[config.mk]
export PLATFORM = sky130hd
export DESIGN_NAME = axi_clint
export DESIGN_NICKNAME = d
export VERILOG_FILES = /design/src/rtl/axi_clint_pkg.sv /design/src/rtl/clint_regs.sv /design/src/rtl/axi_clint.sv
export SDC_FILE = /design/constraint.sdc
export NUM_CORES = 1
export LEC_CHECK = 0
export ABC_AREA = 1
export BUFFER_PORTS_ARGS = -buffer_cell sky130_fd_sc_hd__buf_4
export CORE_UTILIZATION = 30
export CTS_CLUSTER_SIZE = 16
export DETAILED_ROUTE_END_ITERATION = 6
export GPL_ROUTABILITY_DRIVEN = 0
export PLACE_DENSITY = 0.43
export SETUP_SLACK_MARGIN = 0.3
export SKIP_CTS_REPAIR_TIMING = 1
export SYNTH_ARGS = -nofsm -noshare
export SYNTH_HDL_FRONTEND = slang
export SYNTH_SLANG_ARGS = --single-unit
export TNS_END_PERCENT = 50
[constraint.sdc]
create_clock -name clk -period 10.8 [get_ports clk]
set_input_delay 2.16 -clock clk [delete_from_list [all_inputs] [get_ports clk]]
set_output_delay 2.16 -clock clk [all_outputs]
set_load 0.01 [all_outputs]
[src/rtl/axi_clint_pkg.sv]
// axi_clint_pkg: shared constants and types for the AXI CLINT slice.
//   - AXI response codes and burst encodings
//   - CLINT register offsets within the 64 KiB window
//   - bus FSM state type, register select type, byte-merge and decode helpers
package axi_clint_pkg;

  localparam logic [1:0] RESP_OKAY   = 2'b00;
  localparam logic [1:0] RESP_SLVERR = 2'b10;

  localparam logic [1:0] BURST_FIXED = 2'b00;
  localparam logic [1:0] BURST_INCR  = 2'b01;

  localparam logic [15:0] OFF_MSIP     = 16'h0000;
  localparam logic [15:0] OFF_MTIMECMP = 16'h4000;
  localparam logic [15:0] OFF_MTIME    = 16'hBFF8;

  typedef enum logic [1:0] {IDLE, RDATA, WDATA, WRESP} state_t;

  typedef enum logic [1:0] {SEL_NONE, SEL_MSIP, SEL_MTIMECMP, SEL_MTIME} reg_sel_t;

  // Every beat is 64-bit, so the low three offset bits do not take part.
  function automatic reg_sel_t decode_off(input logic [15:0] off);
    reg_sel_t s;
    s = SEL_NONE;
    if (off[15:3] == OFF_MSIP[15:3])     s = SEL_MSIP;
    if (off[15:3] == OFF_MTIMECMP[15:3]) s = SEL_MTIMECMP;
    if (off[15:3] == OFF_MTIME[15:3])    s = SEL_MTIME;
    return s;
  endfunction

  function automatic logic [63:0] merge_bytes(input logic [63:0] old_v,
                                              input logic [63:0] new_v,
                                              input logic [7:0]  strb);
    logic [63:0] r;
    r = old_v;
    for (int i = 0; i < 8; i++)
      if (strb[i]) r[i*8 +: 8] = new_v[i*8 +: 8];
    return r;
  endfunction

  // FIXED holds the address; anything else steps by one 64-bit beat.
  function automatic logic [31:0] next_beat_addr(input logic [31:0] a, input logic [1:0] burst);
    return (burst == BURST_FIXED) ? a : a + 32'd8;
  endfunction

endpackage

[src/rtl/clint_regs.sv]
// clint_regs: CLINT register file (msip, mtime, mtimecmp), tick prescaler and
// timer compare.
//   clk, rst                 : clock, async active-high reset
//   wr_en/wr_off/wr_data/wr_strb : byte-strobed write port (offset in window)
//   wr_hit                   : wr_off maps to a register
//   rd_off/rd_data/rd_hit    : combinational read mux (0 when unmapped)
//   timer_intr               : registered mtime >= mtimecmp
//   soft_intr                : msip bit 0
// Macro CLINT_PRESCALE_EN: tick every PRESCALE cycles (0 treated as 1);
// otherwise mtime ticks every cycle.
module clint_regs
  import axi_clint_pkg::*;
#(
  parameter logic [15:0] PRESCALE = 16'd1
) (
  input  logic        clk,
  input  logic        rst,
  input  logic        wr_en,
  input  logic [15:0] wr_off,
  input  logic [63:0] wr_data,
  input  logic [7:0]  wr_strb,
  output logic        wr_hit,
  input  logic [15:0] rd_off,
  output logic [63:0] rd_data,
  output logic        rd_hit,
  output logic        timer_intr,
  output logic        soft_intr
);

  logic        msip;
  logic [63:0] mtime, mtimecmp;
  logic        tick;
  reg_sel_t    wsel, rsel;

  assign wsel      = decode_off(wr_off);
  assign rsel      = decode_off(rd_off);
  assign wr_hit    = (wsel != SEL_NONE);
  assign rd_hit    = (rsel != SEL_NONE);
  assign soft_intr = msip;

  always_comb begin
    rd_data = 64'd0;
    case (rsel)
      SEL_MSIP:     rd_data = {63'd0, msip};
      SEL_MTIMECMP: rd_data = mtimecmp;
      SEL_MTIME:    rd_data = mtime;
      default:      rd_data = 64'd0;
    endcase
  end

`ifdef CLINT_PRESCALE_EN
  localparam logic [15:0] DIV = (PRESCALE == 16'd0) ? 16'd1 : PRESCALE;
  logic [15:0] pre_cnt;

  assign tick = (pre_cnt == DIV - 16'd1);

  always_ff @(posedge clk or posedge rst)
    if (rst)       pre_cnt <= 16'd0;
    else if (tick) pre_cnt <= 16'd0;
    else           pre_cnt <= pre_cnt + 16'd1;
`else
  logic unused_prescale;
  assign unused_prescale = ^PRESCALE;
  assign tick = 1'b1;
`endif

  logic unused_off_lo;
  assign unused_off_lo = ^{wr_off[2:0], rd_off[2:0]};

  always_ff @(posedge clk or posedge rst) begin
    if (rst) begin
      msip       <= 1'b0;
      mtime      <= 64'd0;
      mtimecmp   <= '1;
      timer_intr <= 1'b0;
    end else begin
      if (wr_en && wsel == SEL_MSIP && wr_strb[0]) msip <= wr_data[0];
      if (wr_en && wsel == SEL_MTIMECMP) mtimecmp <= merge_bytes(mtimecmp, wr_data, wr_strb);
      // A bus write to mtime replaces that cycle's tick.
      if (wr_en && wsel == SEL_MTIME) mtime <= merge_bytes(mtime, wr_data, wr_strb);
      else if (tick)                  mtime <= mtime + 64'd1;
      timer_intr <= (mtime >= mtimecmp);
    end
  end

endmodule

[src/rtl/axi_clint.sv]
// axi_clint: AXI4 slave front-end for a RISC-V CLINT (msip/mtimecmp/mtime).
//   clk, rst      : clock, async active-high reset
//   axi_aw_*/axi_w_*/axi_b_* : write address/data/response channels
//   axi_ar_*/axi_r_*         : read address/data channels
//   timer_intr, soft_intr    : interrupt outputs
// One transaction at a time; read wins when AR and AW arrive together.
// Sizes are ignored (every beat is 64-bit). Macro CLINT_PRESCALE_EN enables
// the mtime prescaler (see clint_regs).
module axi_clint
  import axi_clint_pkg::*;
#(
  parameter logic [31:0] BASE_ADDR = 32'h0200_0000,
  parameter logic [15:0] PRESCALE  = 16'd1
) (
  input  logic        clk,
  input  logic        rst,
  input  logic [3:0]  axi_aw_id,
  input  logic [31:0] axi_aw_addr,
  input  logic [7:0]  axi_aw_len,
  input  logic [2:0]  axi_aw_size,
  input  logic [1:0]  axi_aw_burst,
  input  logic        axi_aw_valid,
  output logic        axi_aw_ready,
  input  logic [63:0] axi_w_data,
  input  logic [7:0]  axi_w_strb,
  input  logic        axi_w_last,
  input  logic        axi_w_valid,
  output logic        axi_w_ready,
  output logic [3:0]  axi_b_id,
  output logic [1:0]  axi_b_resp,
  output logic        axi_b_valid,
  input  logic        axi_b_ready,
  input  logic [3:0]  axi_ar_id,
  input  logic [31:0] axi_ar_addr,
  input  logic [7:0]  axi_ar_len,
  input  logic [2:0]  axi_ar_size,
  input  logic [1:0]  axi_ar_burst,
  input  logic        axi_ar_valid,
  output logic        axi_ar_ready,
  output logic [3:0]  axi_r_id,
  output logic [63:0] axi_r_data,
  output logic [1:0]  axi_r_resp,
  output logic        axi_r_last,
  output logic        axi_r_valid,
  input  logic        axi_r_ready,
  output logic        timer_intr,
  output logic        soft_intr
);

  state_t      state;
  logic        idle_rdy;  // held low in reset so ready rises only after release
  logic [31:0] addr, nxt_addr, rd_addr;
  logic [7:0]  len, beat;
  logic [1:0]  burst;
  logic        err;
  logic [63:0] rd_data;
  logic        rd_hit, rd_ok, wr_hit, wr_win, wr_ok, w_hs;

  logic unused_size;
  assign unused_size = ^{axi_ar_size, axi_aw_size};

  assign nxt_addr = next_beat_addr(addr, burst);
  // In IDLE the mux looks at the incoming AR so the first beat is ready at once;
  // in RDATA it looks ahead at the next beat's address.
  assign rd_addr  = (state == IDLE) ? axi_ar_addr : nxt_addr;
  assign rd_ok    = (rd_addr[31:16] == BASE_ADDR[31:16]) && rd_hit;
  assign wr_win   = (addr[31:16] == BASE_ADDR[31:16]);
  assign wr_ok    = wr_win && wr_hit;
  assign w_hs     = (state == WDATA) && axi_w_valid && axi_w_ready;

  assign axi_ar_ready = idle_rdy;
  assign axi_aw_ready = idle_rdy && !axi_ar_valid;

  clint_regs #(.PRESCALE(PRESCALE)) u_regs (
    .clk        (clk),
    .rst        (rst),
    .wr_en      (w_hs && wr_win),
    .wr_off     (addr[15:0]),
    .wr_data    (axi_w_data),
    .wr_strb    (axi_w_strb),
    .wr_hit     (wr_hit),
    .rd_off     (rd_addr[15:0]),
    .rd_data    (rd_data),
    .rd_hit     (rd_hit),
    .timer_intr (timer_intr),
    .soft_intr  (soft_intr)
  );

  always_ff @(posedge clk or posedge rst) begin
    if (rst) begin
      state       <= IDLE;
      idle_rdy    <= 1'b0;
      addr        <= 32'd0;
      len         <= 8'd0;
      beat        <= 8'd0;
      burst       <= 2'd0;
      err         <= 1'b0;
      axi_w_ready <= 1'b0;
      axi_b_valid <= 1'b0;
      axi_b_id    <= 4'd0;
      axi_b_resp  <= 2'd0;
      axi_r_valid <= 1'b0;
      axi_r_id    <= 4'd0;
      axi_r_data  <= 64'd0;
      axi_r_resp  <= 2'd0;
      axi_r_last  <= 1'b0;
    end else begin
      case (state)
        IDLE: begin
          idle_rdy <= 1'b1;
          if (idle_rdy && axi_ar_valid) begin
            state       <= RDATA;
            idle_rdy    <= 1'b0;
            addr        <= axi_ar_addr;
            len         <= axi_ar_len;
            burst       <= axi_ar_burst;
            beat        <= 8'd0;
            axi_r_valid <= 1'b1;
            axi_r_id    <= axi_ar_id;
            axi_r_data  <= rd_ok ? rd_data : 64'd0;
            axi_r_resp  <= rd_ok ? RESP_OKAY : RESP_SLVERR;
            axi_r_last  <= (axi_ar_len == 8'd0);
          end else if (idle_rdy && axi_aw_valid) begin
            state       <= WDATA;
            idle_rdy    <= 1'b0;
            addr        <= axi_aw_addr;
            len         <= axi_aw_len;
            burst       <= axi_aw_burst;
            axi_b_id    <= axi_aw_id;
            err         <= 1'b0;
            axi_w_ready <= 1'b1;
          end
        end
        RDATA: if (axi_r_ready) begin
          if (axi_r_last) begin
            state       <= IDLE;
            idle_rdy    <= 1'b1;
            axi_r_valid <= 1'b0;
            axi_r_last  <= 1'b0;
          end else begin
            addr       <= nxt_addr;
            beat       <= beat + 8'd1;
            axi_r_data <= rd_ok ? rd_data : 64'd0;
            axi_r_resp <= rd_ok ? RESP_OKAY : RESP_SLVERR;
            axi_r_last <= (beat + 8'd1 == len);
          end
        end
        WDATA: if (w_hs) begin
          addr <= nxt_addr;
          if (!wr_ok) err <= 1'b1;
          if (axi_w_last) begin
            state       <= WRESP;
            axi_w_ready <= 1'b0;
            axi_b_valid <= 1'b1;
            axi_b_resp  <= (err || !wr_ok) ? RESP_SLVERR : RESP_OKAY;
          end
        end
        WRESP: if (axi_b_ready) begin
          state       <= IDLE;
          idle_rdy    <= 1'b1;
          axi_b_valid <= 1'b0;
        end
        default: state <= IDLE;
      endcase
    end
  end

endmodule

==> results_dict.tcl <==
set metrics [dict create \
    outcome "finished, final reports clean" \
    max_slew_margin_pct 23.5 \
    crit_required_ps 8640 \
    slew_violations 0 \
    hold_class "reg -> reg" \
    tightest_slew_ps 1140 \
    maxCapViolCount 0 \
    layout_common_cells "nand2_1 (577), inv_1 (270), buf_4 (265)" \
    yosysWarnings 0 \
    path_clk_slew_ps 60 \
    ys_seq_area_share_pct 37.2 \
    synthMuxAreaShare_pct 0.959 \
    cts_tree "done" \
    ys_seq_elements 259 \
    cts_root_buffer "clkbuf_16" \
    gr-total-overflow 0 \
    startpoint_type "primary input" \
    synth_xor_area_share_pct 2.23 \
    ant_nets 0 \
    grt.busiest_layer "met2" \
    avgSynthCellArea_um2 7.30 \
    rows 88 \
    hold_violations 0 \
    drt_iter0_drc 1308 \
    criticalPathCategory "in -> out" \
    placed_area_mm2 0.0201 \
    groute.usage.overall_pct 20.8 \
    grt_start_max_net_pins 94 \
    worstHoldPathCells 2 \
    numPortBuffers 247 \
    cts.sinks 259 \
    post-route-util_pct 36.7 \
    register_area_mm2 0.00656 \
    vias 17100 \
    p_sw_mw 1.43 \
    synth_top_family_by_area "simple AND/OR/NAND/NOR gates" \
    io_pins 262 \
    cts_buffers 35 \
    p_comb_share_pct 34.0 \
    nets 2872 \
    finalSetupViolCount 0 \
    wl_per_cell_um 18.1 \
    rsz0062_at_grt "false" \
    skew_ps 17.4 \
    cellPowerDensity_mw_per_mm2 169 \
    fin_tns_setup_ps 0 \
    netlist_area_mm2 0.0176 \
    drive_gt1_share_pct 19.2 \
    p_seq_share_pct 33.3 \
    p_int_mw 2.17 \
    fmax_ghz 0.214 \
    fp.dieW_um 244 \
    p_sw_share_pct 39.8 \
    route.detailed.drc 0 \
    start_util_pct 30.4 \
    wl_um 61900 \
    fp.dieH_um 244 \
    final_common_cell "nand2_1" \
    die_area_mm2 0.0597 \
    p_clk_share_pct 32.8 \
    met1_usage_pct 30.6 \
    synth.distinct_cells 58 \
    async_reset_ff_share_pct 100 \
    synthToLayoutAreaGrowth_pct 20.7 \
    insertion_delay_ps 550 \
    synth_edf_count 0 \
    irDropWorstVdd_uv 129 \
    grt_pass1_wl_um 97800 \
    post-route-cell-area_mm2 0.0213 \
    syn_inst 2412 \
    crit_arrival_ps 2500 \
    antenna_found_initial 0 \
    grt.met3_usage_pct 2.70 \
    h-tree-depth 2 \
    coreArea_mm2 0.0579 \
    met2_usage_pct 31.7 \
    cellLeakagePower_nw 9.82 \
    fin_crit_sh_pct 43.2 \
    synth_compound_area_share_pct 13.5 \
    routed_via_density 5.01 \
    n_antenna_cell 0 \
    end_kind "output pin" \
    synthFlopType "dfrtp_1" \
    reg2reg_depth 11 \
    post-route-min-period_ps 4660 \
    synth-simple-area-share_pct 32.2 \
    first_pass_iters 5 \
    grt_pass1_vias 16800 \
    finalPower_mw 3.60 \
    cts_buffer_depth 3 \
    synth_fa_ha_area_share_pct 5.18 \
    nFillCells 6197 \
    multi_input_area_mm2 0.00956 \
    critPathMaxFanout 2 \
    post-dp-hpwl_um 46500 \
]
==> final cells by class <==
cell class	instances	area share, %
multi-input combinational	1778	44.9
sequential	259	30.8
timing repair buffer	265	9.35
inverter	282	5.01
clock buffer	52	4.85
tap	765	4.50
clock inverter	10	0.500
==> power groups by stage <==
stage	clock, mW	combinational (mW)	sequential (mW)
after floorplan	0	0.846	1.19
after CTS	1.22	1.24	1.20
after global placement	0	1.22	1.21
final	1.18	1.22	1.20
after global routing	1.25	1.39	1.21
after detailed placement	0	1.24	1.21
==> registers in the layout (all words and copies together), names as in the netlist, 4 cells and up <==
name / flops
axi_b_id: 4
addr: 29
u_regs.mtime: 64
axi_r_data: 64
u_regs.mtimecmp: 64
len: 8
beat: 8
axi_r_id: 4
==> synthesized netlist by cell type (8+ instances only) <==
library cell	instances	area, um^2
nand2_1	577	2170
inv_1	272	1020
o21ai_0	216	1080
nand3_1	202	1010
dfrtp_1	195	4880
nor2_1	190	713
a21oi_1	111	556
ha_1	73	913
dfstp_2	64	1680
nand4_1	60	375
clkbuf_1	54	203
nand3_2	53	531
nor3_1	53	265
xor2_1	37	324
o22ai_1	32	200
buf_2	22	110
mux2_2	15	169
nor4_1	15	93.8
or2_2	15	93.8
o211ai_1	13	97.6
o21ai_1	13	65.1
a31oi_1	12	75.1
nand2_2	8	50.1
nor2_2	8	50.1
==> critical path, cell delays in order <==
cell,delay (ps)
buf_4,110
nor2_1,100
buf_4,130
==> through the flow <==
stage          instances  setup WS [ps]  hold WS [ps]
2_1_floorplan       2413           1620           444
3_3_place_gp        3349           5790           454
3_5_place_dp        3349           5740           458
4_1_cts             3411           6140           468
5_1_grt             3411           6080           495
6_report            3411           6140           470
==> path summary, 6_finish.rpt <==
| path | start | end | slack [ps] |
|---|---|---|---|
| min in group asynchronous | rst | axi_r_data[33] | 1700 |
| worst max register to register | state[0] | axi_r_data[0] | 6780 |
| worst min-delay path | u_regs.mtimecmp[63] | u_regs.mtimecmp[63] | 470 |
| worst min register to register | u_regs.mtimecmp[63] | u_regs.mtimecmp[63] | 470 |
| max in group asynchronous | rst | u_regs.mtime[33] | 7100 |
| worst max-delay path | axi_ar_valid | axi_aw_ready | 6140 |
==> cells by family (layout without fill, tap and decap cells) <==
family | Yosys count | in the layout
mux | 15 | 15
compound gates | 434 | 434
simple gates | 1210 | 1210
other cells | 1 | 2
xor+xnor | 44 | 44
flops | 259 | 259
buf+inv | 376 | 609
fa+ha+maj | 73 | 73
==> layer usage <==
layer / wire, um / share of wire, %
met4: 1360 / 2.2
met5: 0 / 0
met3: 2450 / 4.0
met1: 31200 / 50
met2: 26900 / 43
Note: power is estimated with default switching activity, not from simulation.
